### src/rtl/chrono_ctrl.sv
// Stopwatch controller: debounces Start/Stop and Lap/Reset buttons, sequences a
// modulo counter advanced by the 100 ms tick and selects live or lap value for display.
module chrono_ctrl #(
  parameter int unsigned CNT_WIDTH  = 8,
  parameter int unsigned CNT_MOD    = 256,
  parameter int unsigned DEB_WIDTH  = 16,
  parameter int unsigned DEB_CYCLES = 25000,
  parameter bit          BTN_ACTIVE = 1'b1
) (
  input  logic                 ClkIn,
  input  logic                 nRst,
  input  logic                 Tick,
  input  logic                 BtnSS,
  input  logic                 BtnLR,
  output logic [CNT_WIDTH-1:0] Count,
  output logic [CNT_WIDTH-1:0] DispValue,
  output logic                 Running,
  output logic                 LapShown,
  output logic                 Wrap
);

  localparam int unsigned NBTN   = 2;
  localparam int unsigned BTN_SS = 0;
  localparam int unsigned BTN_LR = 1;

  localparam logic [CNT_WIDTH-1:0] CNT_MAX  = CNT_WIDTH'(CNT_MOD - 1);
  localparam logic [DEB_WIDTH-1:0] DEB_LAST = DEB_WIDTH'(DEB_CYCLES - 1);

  typedef enum logic [1:0] {
    ST_IDLE = 2'd0,
    ST_RUN  = 2'd1,
    ST_LAP  = 2'd2,
    ST_STOP = 2'd3
  } state_t;

  // Button path, index 0 = Start/Stop, 1 = Lap/Reset; all levels are "pressed = 1"
  logic [NBTN-1:0]      w_raw;
  logic [NBTN-1:0]      r_s1;
  logic [NBTN-1:0]      r_s2;
  logic [NBTN-1:0]      r_lvl;
  logic [NBTN-1:0]      r_lvl_d;
  logic [NBTN-1:0]      r_pulse;
  logic [DEB_WIDTH-1:0] r_deb_cnt [NBTN];

  logic w_pss;
  logic w_plr;

  state_t               r_state;
  state_t               w_state_nxt;
  logic [CNT_WIDTH-1:0] r_count;
  logic [CNT_WIDTH-1:0] r_lap;
  logic [CNT_WIDTH-1:0] r_disp;
  logic                 r_running;
  logic                 r_lap_shown;
  logic                 r_wrap;

  logic [CNT_WIDTH-1:0] w_cnt_nxt;
  logic [CNT_WIDTH-1:0] w_lap_nxt;
  logic [CNT_WIDTH-1:0] w_disp_nxt;
  logic                 w_clr;
  logic                 w_wrap_nxt;

  assign w_raw = {BtnLR, BtnSS} ~^ {NBTN{BTN_ACTIVE}};

  // Synchronizer, stability counter, debounced level and registered press pulse
  always_ff @(posedge ClkIn or negedge nRst) begin
    if (!nRst) begin
      r_s1    <= '0;
      r_s2    <= '0;
      r_lvl   <= '0;
      r_lvl_d <= '0;
      r_pulse <= '0;
      for (int i = 0; i < int'(NBTN); i++) begin
        r_deb_cnt[i] <= '0;
      end
    end else begin
      r_s1    <= w_raw;
      r_s2    <= r_s1;
      r_lvl_d <= r_lvl;
      r_pulse <= r_lvl & ~r_lvl_d;
      for (int i = 0; i < int'(NBTN); i++) begin
        if (r_s2[i] != r_lvl[i]) begin
          if (r_deb_cnt[i] == DEB_LAST) begin
            r_lvl[i]     <= r_s2[i];
            r_deb_cnt[i] <= '0;
          end else begin
            r_deb_cnt[i] <= r_deb_cnt[i] + DEB_WIDTH'(1);
          end
        end else begin
          r_deb_cnt[i] <= '0;
        end
      end
    end
  end

  assign w_pss = r_pulse[BTN_SS];
  assign w_plr = r_pulse[BTN_LR];

  always_ff @(posedge ClkIn or negedge nRst) begin
    if (!nRst) begin
      r_state <= ST_IDLE;
    end else begin
      r_state <= w_state_nxt;
    end
  end

  // Next state plus next counter, lap and display values; Start/Stop wins over Lap/Reset
  always_comb begin
    w_state_nxt = r_state;
    w_lap_nxt   = r_lap;
    w_cnt_nxt   = r_count;
    w_clr       = 1'b0;
    w_wrap_nxt  = 1'b0;
    case (r_state)
      ST_IDLE: begin
        if (w_pss) w_state_nxt = ST_RUN;
      end
      ST_RUN: begin
        if (w_pss) begin
          w_state_nxt = ST_STOP;
        end else if (w_plr) begin
          w_state_nxt = ST_LAP;
          w_lap_nxt   = r_count;
        end
      end
      ST_LAP: begin
        if (w_pss) begin
          w_state_nxt = ST_STOP;
        end else if (w_plr) begin
          w_state_nxt = ST_RUN;
        end
      end
      ST_STOP: begin
        if (w_pss) begin
          w_state_nxt = ST_RUN;
        end else if (w_plr) begin
          w_state_nxt = ST_IDLE;
          w_clr       = 1'b1;
        end
      end
      default: w_state_nxt = ST_IDLE;
    endcase

    // Counting follows the current state, so a tick on the RUN->STOP edge still counts
    if (w_clr) begin
      w_cnt_nxt = '0;
    end else if (Tick && (r_state == ST_RUN || r_state == ST_LAP)) begin
      if (r_count == CNT_MAX) begin
        w_cnt_nxt  = '0;
        w_wrap_nxt = 1'b1;
      end else begin
        w_cnt_nxt = r_count + CNT_WIDTH'(1);
      end
    end

    w_disp_nxt = (w_state_nxt == ST_LAP) ? w_lap_nxt : w_cnt_nxt;
  end

  always_ff @(posedge ClkIn or negedge nRst) begin
    if (!nRst) begin
      r_count     <= '0;
      r_lap       <= '0;
      r_disp      <= '0;
      r_running   <= 1'b0;
      r_lap_shown <= 1'b0;
      r_wrap      <= 1'b0;
    end else begin
      r_count     <= w_cnt_nxt;
      r_lap       <= w_lap_nxt;
      r_disp      <= w_disp_nxt;
      r_running   <= (w_state_nxt == ST_RUN) || (w_state_nxt == ST_LAP);
      r_lap_shown <= (w_state_nxt == ST_LAP);
      r_wrap      <= w_wrap_nxt;
    end
  end

  assign Count     = r_count;
  assign DispValue = r_disp;
  assign Running   = r_running;
  assign LapShown  = r_lap_shown;
  assign Wrap      = r_wrap;

endmodule

### config.mk
export PLATFORM = sky130hd
export DESIGN_NAME = chrono_ctrl
export DESIGN_NICKNAME = d
export VERILOG_FILES = /design/src/rtl/chrono_ctrl.sv
export SDC_FILE = /design/constraint.sdc
export NUM_CORES = 1
export LEC_CHECK = 0
export CAP_MARGIN = 10
export CORE_ASPECT_RATIO = 0.5
export CORE_MARGIN = 3
export CORE_UTILIZATION = 45
export CTS_BUF_LIST = sky130_fd_sc_hd__clkbuf_4
export CTS_CLUSTER_SIZE = 20
export DETAILED_ROUTE_END_ITERATION = 8
export HOLD_SLACK_MARGIN = 0.05
export PLACE_DENSITY = 0.7
export SYNTH_ARGS = -nofsm -noshare
export SYNTH_HDL_FRONTEND = slang
export SYNTH_SLANG_ARGS = --single-unit
### constraint.sdc
create_clock -name ClkIn -period 4.3 [get_ports ClkIn]
set_input_delay 0.645 -clock ClkIn [delete_from_list [all_inputs] [get_ports ClkIn]]
set_output_delay 0.645 -clock ClkIn [all_outputs]
set_load 0.02 [all_outputs]
Word level (Yosys, flattened, before mapping)
Index checks and enable logic that the tools add are counted.
{"block": "word_totals", "regBits": 71, "inputBits": 5}
{"block": "op_classes", "mux": 25, "n_reduce_logical": 6, "eq_ne": 10, "addsub": 3, "bitwise_logic": 2}
{"operator": "2-to-1 mux 16 bit", "count": 4}
{"operator": "2-to-1 mux 8 bit", "count": 7}
{"operator": "adder 16 x 1 -> 16 bit (second input constant)", "count": 2}
{"operator": "equality test 16 x 15 -> 1 bit (second input constant)", "count": 2}
{"operator": "2-to-1 mux 2 bit", "count": 7}
{"operator": "adder 8 x 1 -> 8 bit (second input constant)", "count": 1}
{"operator": "equality test 8 bit (second input constant)", "count": 1}
{"operator": "case mux 2 bit (4 select lines)", "count": 1}
{"operator": "equality test 2 bit (second input constant)", "count": 3}
{"operator": "2-to-1 mux 1 bit", "count": 6}
{"operator": "equality test 2 x 1 -> 1 bit (second input constant)", "count": 2}
{"operator": "AND reduction 2 bit", "count": 2}
{"operator": "AND 2 bit", "count": 1}
{"operator": "zero test 2 bit", "count": 1}
{"operator": "logical OR 1 bit", "count": 2}
{"operator": "inequality test 1 bit", "count": 2}
{"operator": "NOT 2 bit", "count": 1}
{"operator": "logical AND 1 bit", "count": 1}

Longest topological paths before layout
Gate-level depths: netlist of run 1.
{"block": "logic_depth", "word_depth": 6, "mapped_depth": 10}

Worst setup path before layout of run 1
No wires, ideal clock.
{"block": "synth_timing", "kind": "flip-flop to flip-flop", "from": "register r_state[1]", "to": "register r_disp[3] (netlist: DispValue[3])", "t_required_ns": 4.222, "setup_slack_ns": 2.198, "t_arrival_ns": 2.024, "path_stages_with_launch": 11, "cell_sequence": "dfrtp_1 -> inv_1 -> ha_1 -> mux2i_1 -> o22ai_1 -> o21a_1 -> ha_1 -> buf_1 -> or2_2 -> nand2b_1 -> o2bb2ai_1"}
{"block": "synth_between", "elab_cells_between_ends": 20}
{"element": "start: declaration", "line": "48", "rtl": "state_t r_state;"}
{"element": "start signal: assignment", "line": "103", "rtl": "r_state <= w_state_nxt;"}
{"element": "2-to-1 mux 2 bit (on tied branches)", "line": "136, 121, 129"}
{"element": "2-to-1 mux 2 bit (on tied branches)", "line": "134, 119, 127"}
{"element": "case mux 2 bit (4 select lines) *", "line": "114", "rtl": "case (r_state)"}
{"element": "named net w_state_nxt[1]", "line": "49", "rtl": "state_t w_state_nxt;"}
{"element": "equality test 2 bit *", "line": "156", "rtl": "w_disp_nxt = (w_state_nxt == ST_LAP) ? w_lap_nxt : w_cnt_nxt;"}
{"element": "2-to-1 mux 8 bit *", "line": "156"}
{"element": "named net w_disp_nxt[3]", "line": "59", "rtl": "logic [CNT_WIDTH-1:0] w_disp_nxt;"}
{"element": "end signal: assignment", "line": "170", "rtl": "r_disp <= w_disp_nxt;"}
{"element": "end: declaration", "line": "52", "rtl": "logic [CNT_WIDTH-1:0] r_disp;"}
The timed path passes the listed nets; every way through them passes the cells marked *.
A chain may end at the register's enable or synchronous reset.

Final worst setup path of run 1
{"block": "layout_timing", "from": "register r_state[0]", "to": "register r_disp[3] (netlist: DispValue[3])"}
{"block": "layout_between", "elab_cells_between_ends": 20}
{"element": "equality test 2 bit, or another cell as far along", "line": "114"}
{"element": "case mux 2 bit (4 select lines) *", "line": "114"}
{"element": "named net w_state_nxt[1]", "line": "49"}
{"element": "equality test 2 bit *", "line": "156"}
{"element": "2-to-1 mux 8 bit *", "line": "156"}
{"element": "named net w_disp_nxt[3]", "line": "59"}
Marked as above.

==> impl_results.md, run 1 <==
* Fmax at 0.434 GHz
* Layout fillers at 575
* Cts repair resizes at 0
* Initial Util at 0.472
* Htree depth at 3
* Grt met3 use at 0.0463
* Syn. warnings at 0
* Crit start category: flop
* Critical Path RT at 4.64 ns
* GR peak layer: met2
* Synth top area share at 0.556
* DP Area at 3510 µm²
* Net count, final at 330
* Clock buffer depth at 2
* Count of final setup violators at 0
* Final count of hold timing violations at 0
* CP Capture Type: flop
* CTS tree: yes
* Worst r2r path cells at 9
* Postcts setup bufs at 0
* Hold Slack at 0.288 ns
* First-pass GRT wire length at 10.1 mm
* Fin Clk Skew at ~0.012 ns
* Clk sinks at 71
* Cts hold-fix bufs at 0
* Routing usage on met1 at 0.198
* First drt pass iteration count at 4
* CP Class: flop to flop
* Setup TNS at 0 ns
* Die W at 125 µm
* Flop-to-flop setup slack at 2.00 ns
* Reg2reg end: DispValue[3]$_DFF_PN0_
* Net switching power at 0.000249 W
* Status: finished clean
* Global routing usage on met2 at 0.249
* Pwr per Cell Area at 305 nW/µm²
* Largest net degree at the start of global routing at 38
* Area of the core at 6780 µm²
* CTS buffer count at 9
* Residual DRC at 0
* Io pins at 24
* Avg Inst Size Synth at around 11 µm²
* Overall Power at roughly 0.0011 W
* Static Leak at about 1.6 nW
* GRT overflow at 0
* Post-synthesis sequential area ratio at 0.556
* Worst-case vdd ir drop at roughly 0.12 mV
* Post-DRT Antenna Nets at 0
* Dominant cells by area after synthesis: dfrtp_1 56%, nor2_1 5.8%, xnor2_1 5.8%
* Vias at 2165
* Die Span Y at 65.6 µm
* Layout cells sized above 1 at 0.112
* Worst Setup SP: r_state[0]$_DFF_PN0_
* Footprint of the multi-input gates at 1350 µm²
* Dpl hpwl at 4.01 mm
* Clk network pwr share at 0.357
* Final wirelength at roughly 5.7 mm
* Min Clock Period, post-route at 2.30 ns
* Vias in the first global route at ~2100
* GPL Wtd Cong at 0.891
* Storage cell area at 1780 µm²
* Max_slew headroom at 0.503
* Max Cap Viol at 0
* Synth Cell Area at roughly 3200 µm²
* Synthesized flop and latch total at 71
* Vias per Instance at 5.24
* Net Count, Synth at 299
* Final instance area at 3640 µm²
* Iter 0 DRT Violations at 162
* Layout area overhead at 13.8%
* Standard-cell rows at 21
* CP max FO at 10
* Int Pwr at ~0.00086 W
* RSZ-0062 raised after global routing: no
* CTS clk-pin slew, worst paths at 0.11 ns
* Slew Limit Fails at 0
* Root Buffer: clkbuf_4
* Yosys top cell by area: dfrtp_1
* PortBufs at 23
* Worst min-delay path class: primary input to asynchronous set/reset pin
* Initial antenna violation count at 0
* Switch share at 0.224
* Least-Margin Pin Slew at approximately 0.75 ns
* Antenna diodes at 0
* Tot GR Track Use at 0.153
* Cell count after synthesis at 286
* WL/cell at 13.8 µm
* Logic pwr share at 0.030
* Reg power frac at 0.613
* Period utilisation layout at 0.535
* Cell variety after synth at 41
* Worst Path Arrival at 2.64 ns
* Die area at 8210 µm²
* Reg-to-Reg Start: r_state[0]$_DFF_PN0_
* Clk_lat worst skew at roughly 0.4 ns
==> stage by stage <==
| step | setup WS (ns) | instances | utilization |
|---|---|---|---|
| 2_1_floorplan | 2.20 | 286 | - |
| 4_1_cts | 1.98 | 413 | 0.537 |
| 3_5_place_dp | 1.98 | 398 | 0.518 |
| 5_1_grt | 1.82 | 413 | 0.537 |
| 6_report | 2.00 | 413 | 0.537 |
| 3_3_place_gp | 2.03 | 398 | 0.518 |
==> synthesized netlist by cell type (all sizes together) <==
master,count
dfrtp,71
nor2,49
xnor2,21
nand2,17
mux2,14
nand3,14
xor2,14
nand4,12
nor4,11
ha,8
inv,8
nor3,5
buf,4
nor2b,4
o2bb2ai,4
or4,4
a21oi,3
and3,2
and4,2
nand2b,2
o31ai,2
a31o,1
a31oi,1
and2,1
and3b,1
clkbuf,1
mux2i,1
nor3b,1
nor4b,1
o211ai,1
o21a,1
o21ai,1
o22ai,1
o41ai,1
or2,1
or3,1
==> cells in the final DEF (no fill, tap or decap), types with 2 or more instances in the layout <==
cell,count
dfrtp_1,71
nor2_1,49
clkdlybuf4s50_1,22
xnor2_1,21
nand2_1,17
xor2_1,14
nand3_1,14
mux2_2,14
nand4_1,11
nor4_1,10
clkbuf_4,10
inv_1,8
ha_1,8
nor3_1,5
nor2b_1,4
o2bb2ai_1,4
or4_1,4
a21oi_1,3
and3_1,2
and4_1,2
o31ai_1,2
nand2b_1,2
clkinv_1,2
buf_4,2
==> state kept, by name, indices dropped and copies added, names as in the netlist <==
name and cells:
r_state 2, r_lap 8, Count 8, r_deb_cnt 32, r_pulse 2, LapShown 1, DispValue 8, r_s1 2
Running 1, r_lvl 2, r_lvl_d 2, r_s2 2, Wrap 1
==> cell families (layout without fill, tap and decap cells) <==
group / count (synthesis) / after routing / synth area share
AOI/OAI and AO/OA: 16 / 16 / 0.0384
xor gates and xnor gates: 35 / 35 / 0.0959
adders and majority gates: 8 / 8 / 0.0313
buffers and inverters: 13 / 48 / 0.0215
DFF: 71 / 71 / 0.556
muxes: 15 / 15 / 0.0524
and+or+nand+nor: 128 / 128 / 0.205
==> layout make-up <==
type,instances,area share
well taps,92,0.0316
flip-flops and latches,71,0.488
multi-input cells,202,0.371
clock buffers,10,0.0206
repair buffers,25,0.0660
clock inverters,5,0.0138
inverters,8,0.00825
==> worst max-delay path, cell delays in order (launching register included) <==
cell       delay, ns
dfrtp_1         0.43
inv_1           0.11
ha_1            0.25
mux2i_1         0.21
o22ai_1         0.09
o21a_1          0.12
ha_1            0.35
or2_2           0.38
nand2b_1        0.17
o2bb2ai_1       0.13
==> power groups by stage <==
| stage | Clock (W) | Combinational (W) | Sequential [W] |
|---|---|---|---|
| 2_1_floorplan | 0 | 0.0000156 | 0.000692 |
| 3_5_place_dp | 0 | 0.0000342 | 0.000693 |
| 5_1_grt | 0.000441 | 0.0000392 | 0.000681 |
| 6_report | 0.000396 | 0.0000327 | 0.000680 |
| 4_1_cts | 0.000415 | 0.0000343 | 0.000680 |
| 3_3_place_gp | 0 | 0.0000326 | 0.000692 |
==> worst max-delay path by stage <==
stage / endpoint / slack [ns] / cells past startpoint
floorplan: DispValue[3]$_DFF_PN0_ / 2.20 / 10
global placement: DispValue[7]$_DFF_PN0_ / 2.03 / 5
detailed placement: DispValue[7]$_DFF_PN0_ / 1.98 / 5
CTS: DispValue[3]$_DFF_PN0_ / 1.98 / 9
global route: DispValue[3]$_DFF_PN0_ / 1.82 / 9
finish: DispValue[3]$_DFF_PN0_ / 2.00 / 9
==> layer usage <==
metal	part of all wire	up-vias
li1	-	1059
met1	0.48	1065
met2	0.47	33
met3	0.035	8
met4	0.012	0
met5	0	-
Power figures use the tool's default switching activity.
==> inputs of run 2 (changes only) <==
==> constraint.sdc (replaced) <==
create_clock -name ClkIn -period 2.2 [get_ports ClkIn]
set_input_delay 0.33 -clock ClkIn [delete_from_list [all_inputs] [get_ports ClkIn]]
set_output_delay 0.33 -clock ClkIn [all_outputs]
set_load 0.02 [all_outputs]
==> run 2 against run 1 <==
  * Final cell count increased by 1.9%
  * Register-to-register slack got worse by 1.9 ns
  * Core utilization increased by 1.5 points
  * Clock skew increased by 0.0066 ns
  * Die area unchanged
  * Non-clock buffer count increased by 7
  * Clock power increased by 130%
  * Routed wire length increased by 4.4%
  * Power increased by 110%
  * Sequential share of layout area decreased by 1.4 points
  * Critical endpoint is now DispValue[5]$_DFF_PN0_
  * Highest routed layer unchanged
==> impl_results.md, run 2 (synthesized netlist as in run 1, its figures left out) <==
* Reg power frac at 0.573
* Commonest non-fill, non-tap cell in the layout: dfrtp_1
* Antenna diodes at 0
* CP max FO at 5
* Die W at 125 µm
* Worst Path Arrival at 2.44 ns
* Die area at between 8000 and 9000 µm²
* DP Area at 3560 µm²
* Int Pwr at 0.00181 W
* Final instance area at 3740 µm²
* DR top layer: met4
* PortBufs at 23
* Initial Util at 0.472
* CTS clk-pin slew, worst paths at 0.12 ns
* Pwr per Cell Area at roughly 620 nW/µm²
* Max reg flops at 32
* Period utilisation layout at 0.953
* Static Leak at 1.67 nW
* Fin Clk Skew at roughly 0.018 ns
* Overall Power at 0.00232 W
* Switch share at 0.219
* Net count, final at ~340
* Clk_lat worst skew at 0.41 ns
* Net switching power at 0.000507 W
* Most frequent cells in the layout: 71 x dfrtp_1, 49 x nor2_1, 22 x clkdlybuf4s50_1
* Standard-cell rows at 21
* CP Class: flop to flop
* Area of the core at ~6800 µm²
* GPL Wtd Cong at about 0.86
* Status: finished clean
* Clock buffer depth at 2
* Layout area overhead at 17.1%
* Io pins at 24
* GRT overflow at 0
* CP Capture Type: flop
* Max Cap Viol at 0
* Residual DRC at 0
* Count of final setup violators at 0
* First-pass GRT wire length at 10.4 mm
* Iter 0 DRT Violations at 205
* Crit start category: flop
* Met1 wire length at 2.72 mm
* Met2 WL at between 2 and 3 mm
* Root Buffer: clkbuf_4
* Htree depth at 3
* Met3 routed WL at 241 µm
* Max_slew headroom at 0.618
* Tot GR Track Use at 0.158
* Largest net degree at the start of global routing at 48
* WL/cell at between 10 and 15 µm
* Worst-case vdd ir drop at 0.302 mV
* Final count of hold timing violations at 0
* Vias at 2241
* CTS buffer count at 9
* Final wirelength at around 6 mm
* Vias per Instance at 5.32
* Least-Margin Pin Slew at 0.573 ns
* Clk network pwr share at 0.396
* Min Clock Period, post-route at 2.10 ns
* Layout cells sized above 1 at 0.134
* Critical Path RT at 2.54 ns
* Vias in the first global route at approximately 2300
* Fmax at 0.477 GHz
* Clk sinks at 71
* Biggest register: r_deb_cnt
* Dpl hpwl at 4.02 mm
* Post-DRT Antenna Nets at 0
* Slew Limit Fails at 0
* Initial antenna violation count at 0
* Worst min-delay path class: flop to flop
* Die Span Y at approximately 66 µm
* First drt pass iteration count at 4
* CTS tree: yes
* Logic pwr share at 0.031
==> run 2: cell types whose count changed in the layout (fill, tap and decap cells not counted), sizes merged <==
cell / change
inv: +1
dlygate4sd3: +1
bufinv: +1
buf: +6
clkinv: -1
==> run 2: routing by layer <==
metal | up-vias | GRT usage
li1 | 1073 | -
met4 | 0 | 0.0662
met5 | - | 0
met2 | 54 | 0.277
met1 | 1105 | 0.188
met3 | 9 | 0.0398
==> run 2: power groups by stage <==
stage / clock, W / combinational [W] / sequential, W
4_1_cts: 0.000954 / 0.0000749 / 0.00133
5_1_grt: 0.00102 / 0.0000833 / 0.00133
3_3_place_gp: 0 / 0.0000699 / 0.00135
3_5_place_dp: 0 / 0.0000712 / 0.00135
2_1_floorplan: 0 / 0.0000306 / 0.00135
6_report: 0.000919 / 0.0000717 / 0.00133
==> run 2: worst paths after layout <==
path	from	end	slack (ns)	cells past startpoint
worst min-delay path	r_s1[1]$_DFF_PN0_	r_s2[1]$_DFF_PN0_	0.36	0
worst max-delay path	r_state[0]$_DFF_PN0_	DispValue[5]$_DFF_PN0_	0.10	9
min in group asynchronous	nRst	r_lap[3]$_DFF_PN0_	0.44	2
max in group asynchronous	nRst	r_deb_cnt[24]$_DFF_PN0_	1.11	3
worst max register to register	r_state[0]$_DFF_PN0_	DispValue[5]$_DFF_PN0_	0.10	9
worst min register to register	r_s1[1]$_DFF_PN0_	r_s2[1]$_DFF_PN0_	0.36	0
==> run 2: worst max-delay path, cell delays in order, from the launching register on <==
cell	delay (ns)
dfrtp_1	0.43
inv_1	0.10
ha_2	0.24
mux2i_1	0.20
o22ai_1	0.11
o21a_1	0.14
ha_1	0.19
or2_2	0.32
nand2b_1	0.17
o2bb2ai_1	0.14
==> run 2: per-stage QoR <==
| stage | TNS (ns) | hold slack [ns] | setup WS (ns) | instances | utilization |
|---|---|---|---|---|---|
| 6_report | 0 | 0.356 | 0.103 | 421 | 0.552 |
| 5_1_grt | -0.0159 | 0.333 | -0.0159 | 421 | 0.552 |
| 4_1_cts | 0 | 0.329 | 0.0415 | 419 | 0.549 |
| 3_5_place_dp | 0 | 0.338 | 0.0638 | 402 | 0.525 |
| 3_3_place_gp | 0 | 0.333 | 0.231 | 402 | 0.525 |
| 2_1_floorplan | 0 | 0.0344 | 0.0981 | 286 | - |
==> run 2: layout make-up <==
cell class	instances	area [µm²]
inverters	8	30.0
well taps	92	115
clock inverters	6	83.8
clock buffers	10	75.1
repair buffers	32	308
flip-flops and latches	71	1780
fillers	579	3040
multi-input cells	202	1350
==> run 2: what timing repair did <==
item	CTS	global route
endpoints found under the setup margin	0	4
hold buffers	1	0
hold endpoints to repair	24	0
resized for setup	0	2
buffers inserted	0	2
